==> src/rtl/draw_char_overlay_if.sv <==
// VGA stream interface: timing counters, sync, blanking and 12-bit rgb.
// The "in" modport is used by stages consuming the stream, "out" by stages producing it.
interface vga_if;
  logic [10:0] hcount;
  logic [10:0] vcount;
  logic        hsync;
  logic        vsync;
  logic        hblnk;
  logic        vblnk;
  logic [11:0] rgb;

  modport in  (input  hcount, vcount, hsync, vsync, hblnk, vblnk, rgb);
  modport out (output hcount, vcount, hsync, vsync, hblnk, vblnk, rgb);
endinterface

==> src/rtl/draw_char_overlay.sv <==
// Text overlay stage for the VGA pipeline.
// Addresses an external char-map/font ROM chain (one clock of latency) and paints
// set glyph pixels with FG_RGB. Every vga_out field is vga_in delayed by 3 clocks.
// Optional macro DRAW_CHAR_OVERLAY_BG_FILL_EN: cleared glyph pixels inside the box
// are painted BG_RGB (opaque box) instead of passing the input rgb through.
module draw_char_overlay #(
  parameter int unsigned XPOS   = 280,
  parameter int unsigned YPOS   = 104,
  parameter int unsigned COLS   = 16,
  parameter int unsigned ROWS   = 2,
  parameter logic [11:0] FG_RGB = 12'hFFF,
  parameter logic [11:0] BG_RGB = 12'h000
) (
  input  logic       clk,
  input  logic       rst,
  vga_if.in          vga_in,
  input  logic [7:0] char_pixels,
  output logic [7:0] char_xy,
  output logic [3:0] char_line,
  vga_if.out         vga_out
);

  localparam logic [10:0] X_LO = 11'(XPOS);
  localparam logic [10:0] X_HI = 11'(XPOS + COLS * 8);
  localparam logic [10:0] Y_LO = 11'(YPOS);
  localparam logic [10:0] Y_HI = 11'(YPOS + ROWS * 16);

`ifdef DRAW_CHAR_OVERLAY_BG_FILL_EN
  localparam bit FILL_EN = 1'b1;
`else
  localparam bit FILL_EN = 1'b0;
`endif

  typedef struct packed {
    logic [10:0] hcount;
    logic [10:0] vcount;
    logic        hsync;
    logic        vsync;
    logic        hblnk;
    logic        vblnk;
    logic [11:0] rgb;
  } vga_sample_t;

  vga_sample_t in_sample;
  vga_sample_t s1;
  vga_sample_t s2;
  logic        in_box;
  logic [6:0]  x_rel;
  logic [7:0]  y_rel;
  logic        in_box_s1;
  logic        in_box_s2;
  logic [2:0]  bit_s1;
  logic [2:0]  bit_s2;
  logic        pix;
  logic        paint;
  logic [11:0] rgb_next;

  assign in_sample = '{hcount: vga_in.hcount, vcount: vga_in.vcount,
                       hsync:  vga_in.hsync,  vsync:  vga_in.vsync,
                       hblnk:  vga_in.hblnk,  vblnk:  vga_in.vblnk,
                       rgb:    vga_in.rgb};

  // Box membership and the low bits of the box-relative position; upper bits are never needed.
  always_comb begin
    in_box = (vga_in.hcount >= X_LO) && (vga_in.hcount < X_HI) &&
             (vga_in.vcount >= Y_LO) && (vga_in.vcount < Y_HI);
    x_rel  = 7'(vga_in.hcount - X_LO);
    y_rel  = 8'(vga_in.vcount - Y_LO);
  end

  // Stage 1: drive the ROM address and capture the pixel context it belongs to.
  always_ff @(posedge clk or negedge rst) begin
    if (!rst) begin
      char_xy   <= 8'h00;
      char_line <= 4'h0;
      in_box_s1 <= 1'b0;
      bit_s1    <= 3'd0;
      s1        <= '0;
    end else begin
      char_xy   <= in_box ? {y_rel[7:4], x_rel[6:3]} : 8'h00;
      char_line <= in_box ? y_rel[3:0] : 4'h0;
      in_box_s1 <= in_box;
      bit_s1    <= x_rel[2:0];
      s1        <= in_sample;
    end
  end

  // Stage 2: wait one clock so the context lines up with the returning glyph row.
  always_ff @(posedge clk or negedge rst) begin
    if (!rst) begin
      in_box_s2 <= 1'b0;
      bit_s2    <= 3'd0;
      s2        <= '0;
    end else begin
      in_box_s2 <= in_box_s1;
      bit_s2    <= bit_s1;
      s2        <= s1;
    end
  end

  // Pick the glyph bit (MSB is leftmost) and decide the pixel colour; blanking never gets painted.
  always_comb begin
    pix      = char_pixels[3'd7 - bit_s2];
    paint    = in_box_s2 && !s2.hblnk && !s2.vblnk;
    rgb_next = s2.rgb;
    if (paint && pix) begin
      rgb_next = FG_RGB;
    end else if (paint && FILL_EN) begin
      rgb_next = BG_RGB;
    end
  end

  // Stage 3: output register; timing fields pass through untouched.
  always_ff @(posedge clk or negedge rst) begin
    if (!rst) begin
      vga_out.hcount <= 11'd0;
      vga_out.vcount <= 11'd0;
      vga_out.hsync  <= 1'b0;
      vga_out.vsync  <= 1'b0;
      vga_out.hblnk  <= 1'b0;
      vga_out.vblnk  <= 1'b0;
      vga_out.rgb    <= 12'h000;
    end else begin
      vga_out.hcount <= s2.hcount;
      vga_out.vcount <= s2.vcount;
      vga_out.hsync  <= s2.hsync;
      vga_out.vsync  <= s2.vsync;
      vga_out.hblnk  <= s2.hblnk;
      vga_out.vblnk  <= s2.vblnk;
      vga_out.rgb    <= rgb_next;
    end
  end

endmodule

==> src/flat_wrapper.sv <==
// flat-port wrapper written by rule: the top's interface ports become plain ports
module draw_char_overlay_flat 
#(
  parameter int unsigned XPOS   = 280,
  parameter int unsigned YPOS   = 104,
  parameter int unsigned COLS   = 16,
  parameter int unsigned ROWS   = 2,
  parameter logic [11:0] FG_RGB = 12'hFFF,
  parameter logic [11:0] BG_RGB = 12'h000
)
  (clk, rst, char_pixels, char_xy, char_line, vga_in_hcount, vga_in_vcount, vga_in_hsync, vga_in_vsync, vga_in_hblnk, vga_in_vblnk, vga_in_rgb, vga_out_hcount, vga_out_vcount, vga_out_hsync, vga_out_vsync, vga_out_hblnk, vga_out_vblnk, vga_out_rgb);
  vga_if vga_in_i ();
  vga_if vga_out_i ();
  input  logic clk;
  input  logic rst;
  input  logic [7:0] char_pixels;
  output logic [7:0] char_xy;
  output logic [3:0] char_line;
  input wire logic [$bits(vga_in_i.hcount)-1:0] vga_in_hcount;
  input wire logic [$bits(vga_in_i.vcount)-1:0] vga_in_vcount;
  input wire logic [$bits(vga_in_i.hsync)-1:0] vga_in_hsync;
  input wire logic [$bits(vga_in_i.vsync)-1:0] vga_in_vsync;
  input wire logic [$bits(vga_in_i.hblnk)-1:0] vga_in_hblnk;
  input wire logic [$bits(vga_in_i.vblnk)-1:0] vga_in_vblnk;
  input wire logic [$bits(vga_in_i.rgb)-1:0] vga_in_rgb;
  output wire logic [$bits(vga_out_i.hcount)-1:0] vga_out_hcount;
  output wire logic [$bits(vga_out_i.vcount)-1:0] vga_out_vcount;
  output wire logic [$bits(vga_out_i.hsync)-1:0] vga_out_hsync;
  output wire logic [$bits(vga_out_i.vsync)-1:0] vga_out_vsync;
  output wire logic [$bits(vga_out_i.hblnk)-1:0] vga_out_hblnk;
  output wire logic [$bits(vga_out_i.vblnk)-1:0] vga_out_vblnk;
  output wire logic [$bits(vga_out_i.rgb)-1:0] vga_out_rgb;
  assign vga_in_i.hcount = vga_in_hcount;
  assign vga_in_i.vcount = vga_in_vcount;
  assign vga_in_i.hsync = vga_in_hsync;
  assign vga_in_i.vsync = vga_in_vsync;
  assign vga_in_i.hblnk = vga_in_hblnk;
  assign vga_in_i.vblnk = vga_in_vblnk;
  assign vga_in_i.rgb = vga_in_rgb;
  assign vga_out_hcount = vga_out_i.hcount;
  assign vga_out_vcount = vga_out_i.vcount;
  assign vga_out_hsync = vga_out_i.hsync;
  assign vga_out_vsync = vga_out_i.vsync;
  assign vga_out_hblnk = vga_out_i.hblnk;
  assign vga_out_vblnk = vga_out_i.vblnk;
  assign vga_out_rgb = vga_out_i.rgb;
  draw_char_overlay #(.XPOS(XPOS), .YPOS(YPOS), .COLS(COLS), .ROWS(ROWS), .FG_RGB(FG_RGB), .BG_RGB(BG_RGB)) u_core (.clk(clk), .rst(rst), .vga_in(vga_in_i), .char_pixels(char_pixels), .char_xy(char_xy), .char_line(char_line), .vga_out(vga_out_i));
endmodule
==> config.mk <==
export PLATFORM = sky130hd
export DESIGN_NAME = draw_char_overlay_flat
export DESIGN_NICKNAME = d
export VERILOG_FILES = /design/src/rtl/draw_char_overlay_if.sv /design/src/rtl/draw_char_overlay.sv /design/src/flat_wrapper.sv
export SDC_FILE = /design/constraint.sdc
export NUM_CORES = 1
export LEC_CHECK = 0
export ABC_AREA = 1
export BUFFER_PORTS_ARGS = -buffer_cell sky130_fd_sc_hd__buf_2
export CAP_MARGIN = 20
export CORE_UTILIZATION = 26
export CTS_BUF_LIST = sky130_fd_sc_hd__clkbuf_4 sky130_fd_sc_hd__clkbuf_8
export DETAILED_ROUTE_END_ITERATION = 6
export PLACE_DENSITY = 0.53
export SYNTH_ARGS = -nofsm -noshare
export SYNTH_HDL_FRONTEND = slang
export SYNTH_SLANG_ARGS = --single-unit
export TNS_END_PERCENT = 100
==> constraint.sdc <==
create_clock -name clk -period 1.35 [get_ports clk]
set_input_delay 0.405 -clock clk [delete_from_list [all_inputs] [get_ports clk]]
set_output_delay 0.405 -clock clk [all_outputs]
set_load 0.1 [all_outputs]
==> impl_metrics.env, run 1 <==
export IMPL_maxCapViolCount=0
export IMPL_p_sw_mw=2.18
export IMPL_nNetsFinal=427
export IMPL_syn_to_final_growth_pct=57.6
export IMPL_grt_use_total_pct=10.4
export IMPL_routedWlPerCell_um=11.6
export IMPL_synth_compound_area_share_pct=0.504
export IMPL_required_ns=0.95
export IMPL_crit_slowest_cell="dfrtp_1"
export IMPL_intPower_mw=6.28
export IMPL_crit_family="flip-flops"
export IMPL_ys_warn_count=0
export IMPL_fin_crit_ns=1.43
export IMPL_worst_path_largest_cell_delay_ns=0.42
export IMPL_final_util_pct=42.1
export IMPL_hpwlAfterDp_um=4810
export IMPL_die_w_um=122
export IMPL_relSlewSlack_pct=80.1
export IMPL_synth_edff_count=0
export IMPL_powerDensity_nw_per_um2=1440
export IMPL_cp_max_fo=1
export IMPL_dieArea_um2=14800
export IMPL_violations="negative setup slack"
export IMPL_grt_max_degree=35
export IMPL_num_vias=2094
export IMPL_drc=0
export IMPL_finalHoldViolations=0
export IMPL_clock_root_buffer="clkbuf_8"
export IMPL_ys_ff_latch=128
export IMPL_crit_type="reg -> out"
export IMPL_drt_pre_antenna_iters=4
export IMPL_avgSynthCellArea_um2=15.9
export IMPL_synth_top_area_cell="dfrtp_1"
export IMPL_endpoint_kind="output port"
export IMPL_vias_per_cell=3.68
export IMPL_status="finished with violations"
export IMPL_rsz0062_at_grt="true"
export IMPL_synthCells=234
export IMPL_p_sw_share_pct=25.8
export IMPL_p_clk_share_pct=39.6
export IMPL_numCtsBuffers=17
export IMPL_min_path_type="in -> reg"
export IMPL_yosys_area_share_simple_pct=8.30
export IMPL_synth_ff_type="dfrtp_1"
export IMPL_synth_fp_nets=285
export IMPL_synth_cell_type_count=17
export IMPL_start_util_pct=26.7
export IMPL_worstSkewPairLatency_ns=0.42
export IMPL_fin_ws_ns=-0.0770
export IMPL_rows=43
export IMPL_core_region_area_um2=13900
export IMPL_wl_um=6580
export IMPL_critPathBufInv=1
export IMPL_postRouteAntennaNets=0
export IMPL_die_height_um=122
export IMPL_grt_pass1_vias=2297
export IMPL_synthMuxAreaShare_pct=0
export IMPL_peakVddDrop_mv=0.530
export IMPL_synthXorXnorAreaFrac_pct=1.18
export IMPL_synth_area_leaders="dfrtp_1, nand2_1, inv_1"
export IMPL_finalSetupViolations=50
export IMPL_portBuffers=97
export IMPL_post_route_period_util_pct=106
export IMPL_synth_top_area_share_pct=86.0
export IMPL_crit_chain="buf_12"
export IMPL_fin_setup_tns_ns=-2.52
export IMPL_antenna_found_initial=0
export IMPL_synth_top_family_by_area="simple AND/OR/NAND/NOR gates"
export IMPL_synthArstFlopShare_pct=100
export IMPL_cts_num_sinks=128
export IMPL_grt_pass1_wl_um=11200
export IMPL_cts_tree="yes"
export IMPL_syn_area_um2=3720
export IMPL_skew_ns=0.00500
export IMPL_drt_initial_drc_count=59
export IMPL_power_frac_seq_pct=48.3
export IMPL_gp_congestion=0.773
export IMPL_cts_max_level=4
export IMPL_synth_common_cells="dfrtp_1, nand2_1, inv_1"
export IMPL_boundaryPins=98
export IMPL_synth_most_common_cell="dfrtp_1"
export IMPL_drive_gt1_share_pct=43.7
export IMPL_synthAdderAreaFrac_pct=1.01
export IMPL_cp_start_kind="flip-flop"
export IMPL_synth_seq_area_share_pct=86.0
export IMPL_power_leakage_nw=2.87
export IMPL_p_comb_share_pct=12.1
export IMPL_fmax_mhz=701
export IMPL_clk_pin_slew_ns=0.07
export IMPL_overflow=0
export IMPL_cp_data_arrival_time_ns=1.02
export IMPL_slew_viol_final=0
export IMPL_n_antenna_cell=0
export IMPL_worst_pin_slew_ns=0.298
export IMPL_clock_path_buffers=2
[power groups by stage]
stage | clock network (mW) | registers [mW] | logic, mW
finish | 3.35 | 4.09 | 1.02
global route | 3.67 | 4.10 | 1.08
CTS | 3.50 | 4.09 | 1.04
detailed placement | 0 | 4.17 | 1.03
global placement | 0 | 4.16 | 1.02
floorplan | 0 | 4.56 | 0.0782
[flip-flops by register name, summed over array words and instances (netlist names), 4 cells and up]
name and flops:
u_core.vga_out.vcount 11, u_core.s1 38, u_core.s2 38, u_core.char_line 4
u_core.vga_out.hcount 11, u_core.char_xy 8, u_core.vga_out.rgb 12
[worst register-to-register path, cell delays in order, from the launching register on]
cell     delay [ns]
dfrtp_2        0.45
inv_2          0.09
nand2_1        0.06
nand3_1        0.07
nand2_1        0.05
o21ai_1        0.13
nand2_1        0.09
buf_6          0.15
nand2_1        0.06
[cell type report]
class                   count  area [um2]
clock buffers              19         255
well taps                 180         225
repair buffers            125        1520
fillers                  1274        8060
flip-flops and latches    128        3200
clock inverters            13         161
inverters                  25        93.8
multi-input cells          79         409
[logic make-up after synthesis]
kind of cell,Yosys count
flops,128
simple gates,68
buf+inv,27
xor+xnor,5
compound gates,3
fa+ha+maj,3
[path summary, 6_finish.rpt]
| path | slack, ns | start | cells past startpoint | end |
|---|---|---|---|---|
| min in group asynchronous | 0.44 | rst | 2 | u_core.vga_out.hcount[1] |
| max in group asynchronous | 0.45 | rst | 3 | u_core.vga_out.vcount[10] |
| setup / recovery | -0.08 | u_core.vga_out.vcount[8] | 1 | vga_out_vcount[8] |
| setup reg to reg | 0.16 | u_core.s2[27] | 8 | u_core.vga_out.rgb[6] |
| hold reg to reg | 0.35 | u_core.s2[20] | 0 | u_core.vga_out.vcount[4] |
| hold / removal | 0.08 | vga_in_rgb[10] | 1 | u_core.s1[10] |
[layer usage]
metal,routed length [um],share of wire [%],global-route usage (%)
met3,497,7.6,5.38
met4,80,1.2,5.02
met1,2730,42,12.3
met5,0,0,0
met2,3270,50,15.7
[cell usage in the layout, fill, tap and decap left out]
cell / count
a21oi_2: 1
buf_12: 55
buf_2: 46
buf_4: 21
buf_6: 2
bufinv_16: 3
clkbuf_4: 1
clkbuf_8: 18
clkinv_2: 3
clkinv_4: 1
clkinvlp_4: 4
dfrtp_1: 127
dfrtp_2: 1
dlygate4sd3_1: 1
ha_1: 3
inv_1: 24
inv_2: 1
inv_6: 2
nand2_1: 31
nand2_2: 1
nand3_1: 6
nand3b_1: 2
nand4_1: 1
nor2_1: 16
nor2_2: 9
nor2_4: 1
nor3b_1: 1
o21ai_0: 1
o21ai_1: 1
xor2_1: 5
[repair_timing]
item / 4_1_cts / 5_1_grt
buffers inserted: 0 / 0
hold endpoints to repair: 25 / 0
endpoints found under the setup margin: 51 / 62
gates resized for setup: 1 / 3
pin swaps: 0 / 0
hold buffers: 1 / 0
[metrics by stage]
stage                     std cells  total power [mW]  cell area (um2)  setup slack (ns)  hold WS, ns
after floorplan                 234              4.64             3720           0.00746        0.109
after global placement          536              5.18             5440            -0.254        0.302
after detailed placement        536              5.20             5440            -0.297        0.305
after CTS                       569              8.63             5870            -0.128       0.0365
after global routing            569              8.86             5870            -0.142       0.0380
final                           569              8.46             5870           -0.0770       0.0822
Note: power is estimated with default switching activity, not from simulation.
==> run 2: changes to the inputs <==
--- a/config.mk
+++ b/config.mk
@@ -8,10 +8,10 @@
 export ABC_AREA = 1
 export BUFFER_PORTS_ARGS = -buffer_cell sky130_fd_sc_hd__buf_2
 export CAP_MARGIN = 20
-export CORE_UTILIZATION = 26
+export CORE_UTILIZATION = 56
 export CTS_BUF_LIST = sky130_fd_sc_hd__clkbuf_4 sky130_fd_sc_hd__clkbuf_8
 export DETAILED_ROUTE_END_ITERATION = 6
-export PLACE_DENSITY = 0.53
+export PLACE_DENSITY = 0.92
 export SYNTH_ARGS = -nofsm -noshare
 export SYNTH_HDL_FRONTEND = slang
 export SYNTH_SLANG_ARGS = --single-unit
==> constraint.sdc (replaced) <==
create_clock -name clk -period 1.7 [get_ports clk]
set_input_delay 0.51 -clock clk [delete_from_list [all_inputs] [get_ports clk]]
set_output_delay 0.51 -clock clk [all_outputs]
set_load 0.1 [all_outputs]
==> run 2 against run 1 <==
The flow now finishes without violations. Non-clock buffer count shrank 24. Critical path depth unchanged. Critical endpoint is now vga_out_vcount[5]. Highest routed layer unchanged. Clock skew up 0.0045 ns. Sequential power down 21%. Total power fell by 21%. Utilization is 34 points higher. Combinational power shrank 38%. Hold slack improved by 0.013 ns. Count of clock-buffer cells in the layout rose by 1. Via count fell by 3.2%. Cell area down 17%. Sequential share of layout area rose by 11 points.
==> impl_metrics.env, run 2 (synthesis gave the netlist of run 1 again) <==
export IMPL_start_util_pct=58.3
export IMPL_required_ns=1.19
export IMPL_n_antenna_cell=0
export IMPL_relSlewSlack_pct=67.3
export IMPL_drive_gt1_share_pct=39.7
export IMPL_drt_pre_antenna_iters=4
export IMPL_antenna_found_initial=0
export IMPL_cts_max_level=4
export IMPL_die_w_um=83.6
export IMPL_ff2ff_path_depth=7
export IMPL_crit_type="reg -> out"
export IMPL_slew_viol_final=0
export IMPL_post_route_period_util_pct=96.9
export IMPL_critPathBufInv=1
export IMPL_cts_num_sinks=128
export IMPL_reg_largest_list="u_core.s1 (38), u_core.s2 (38), u_core.vga_out.rgb (12)"
export IMPL_clock_path_buffers=2
export IMPL_grt_max_degree=62
export IMPL_cp_max_fo=1
export IMPL_grt_pass1_vias=2141
export IMPL_fin_ws_ns=0.0521
export IMPL_cts_tree="yes"
export IMPL_post_cts_resized=5
export IMPL_clock_root_buffer="clkbuf_8"
export IMPL_postRouteAntennaNets=0
export IMPL_overflow=0
export IMPL_dieArea_um2=6980
export IMPL_clk_pin_slew_ns=0.07
export IMPL_portBuffers=97
export IMPL_cp_data_arrival_time_ns=1.14
export IMPL_final_cell_mix="dfrtp_1, buf_2, nand2_1"
export IMPL_worst_path_largest_cell_delay_ns=0.42
export IMPL_rr_endpoint="u_core.vga_out.rgb[6]"
export IMPL_routedWlPerCell_um=13.7
export IMPL_cp_start_kind="flip-flop"
export IMPL_status="finished clean"
export IMPL_fmax_mhz=607
export IMPL_wl_um=6040
export IMPL_finalHoldViolations=0
export IMPL_syn_to_final_growth_pct=31.0
export IMPL_drc=0
export IMPL_crit_slowest_cell="buf_2"
export IMPL_final_common_cell="dfrtp_1"
export IMPL_min_path_type="in -> async"
export IMPL_post_cts_setup_buffers=0
export IMPL_crit_family="buffers and inverters"
export IMPL_endpoint_kind="output port"
export IMPL_finalSetupViolations=0
export IMPL_powerDensity_nw_per_um2=1360
export IMPL_cts_hold_buffers=0
export IMPL_num_vias=2026
export IMPL_final_util_pct=76.4
export IMPL_vias_per_cell=4.58
export IMPL_worst_pin_slew_ns=0.495
export IMPL_die_height_um=83.6
export IMPL_fillers=405
export IMPL_worstSkewPairLatency_ns=0.40
export IMPL_cp_endpoint="vga_out_vcount[5]"
export IMPL_fin_crit_ns=1.65
export IMPL_numCtsBuffers=17
export IMPL_skew_ns=0.00947
export IMPL_gp_congestion=0.724
export IMPL_reg2reg_from="u_core.s2[27]"
export IMPL_power_leakage_nw=2.54
export IMPL_hpwlAfterDp_um=4160
export IMPL_core_region_area_um2=6390
export IMPL_nNetsFinal=403
export IMPL_crit_chain="buf_2"
export IMPL_peakVddDrop_mv=1.05
export IMPL_reg2reg_slack_ns=0.20
export IMPL_boundaryPins=98
export IMPL_startpoint="u_core.vga_out.vcount[5]"
export IMPL_dpl_worst_slack_ns=-0.114
export IMPL_cp_depth=1
export IMPL_grt_pass1_wl_um=9670
export IMPL_rows=29
export IMPL_grt_use_total_pct=19.1
export IMPL_drt_initial_drc_count=107
export IMPL_maxCapViolCount=0
==> run 2: cell types whose count changed in the layout (fill, tap and decap cells not counted), moves of 2 or more <==
cell	change
buf_12	-53
clkbuf_4	+29
buf_2	+16
buf_4	-13
clkinvlp_4	-3
buf_6	-2
clkinv_4	+2
==> run 2: report_power, final <==
part	total, mW	internal (mW)	leakage, nW	switching [mW]
Combinational	0.631	0.126	0.785	0.505
Sequential	3.22	3.18	1.52	0.0402
Clock	2.81	1.71	0.227	1.10
==> run 2: layout make-up <==
| cell class | count | area, um2 | area share (%) |
|---|---|---|---|
| repair buffers | 101 | 628 | 12.9 |
| clock buffers | 20 | 269 | 5.51 |
| multi-input cells | 79 | 409 | 8.38 |
| clock inverters | 12 | 181 | 3.72 |
| inverters | 25 | 93.8 | 1.92 |
| well taps | 77 | 96.3 | 1.97 |
| flip-flops and latches | 128 | 3200 | 65.6 |
==> run 2: worst min path at each step <==
stage / slack (ns) / depth (start not counted) / start / to
after detailed placement: 0.33 / 0 / u_core.s1[13] / u_core.s2[13]
after floorplan: 0.21 / 0 / rst / u_core.char_line[0]
final: 0.1 / 2 / rst / u_core.s2[3]
after global placement: 0.33 / 0 / u_core.s1[32] / u_core.s2[32]
after CTS: 0.08 / 2 / rst / u_core.s2[7]
after global routing: 0.09 / 2 / rst / u_core.s2[2]
==> run 2: layer usage <==
| layer | routed length (um) | global-route usage, % | vias to the layer above |
|---|---|---|---|
| met5 | 0 | 0 | - |
| met4 | 187 | 10.6 | 0 |
| met3 | 252 | 6.23 | 17 |
| met2 | 3360 | 33.6 | 83 |
| met1 | 2250 | 20.3 | 982 |
| li1 | - | - | 944 |
==> run 2: per-stage QoR <==
stage | instance area, um2 | std cells | hold WS, ns | TNS (ns) | total power, mW
finish | 4880 | 442 | 0.0952 | 0 | 6.66
global route | 4880 | 442 | 0.0850 | -0.00586 | 6.91
CTS | 4810 | 442 | 0.0785 | 0 | 6.71
detailed placement | 4350 | 410 | 0.335 | -1.20 | 3.90
global placement | 4350 | 410 | 0.332 | -0.326 | 3.88
floorplan | 3720 | 234 | 0.214 | 0 | 3.68
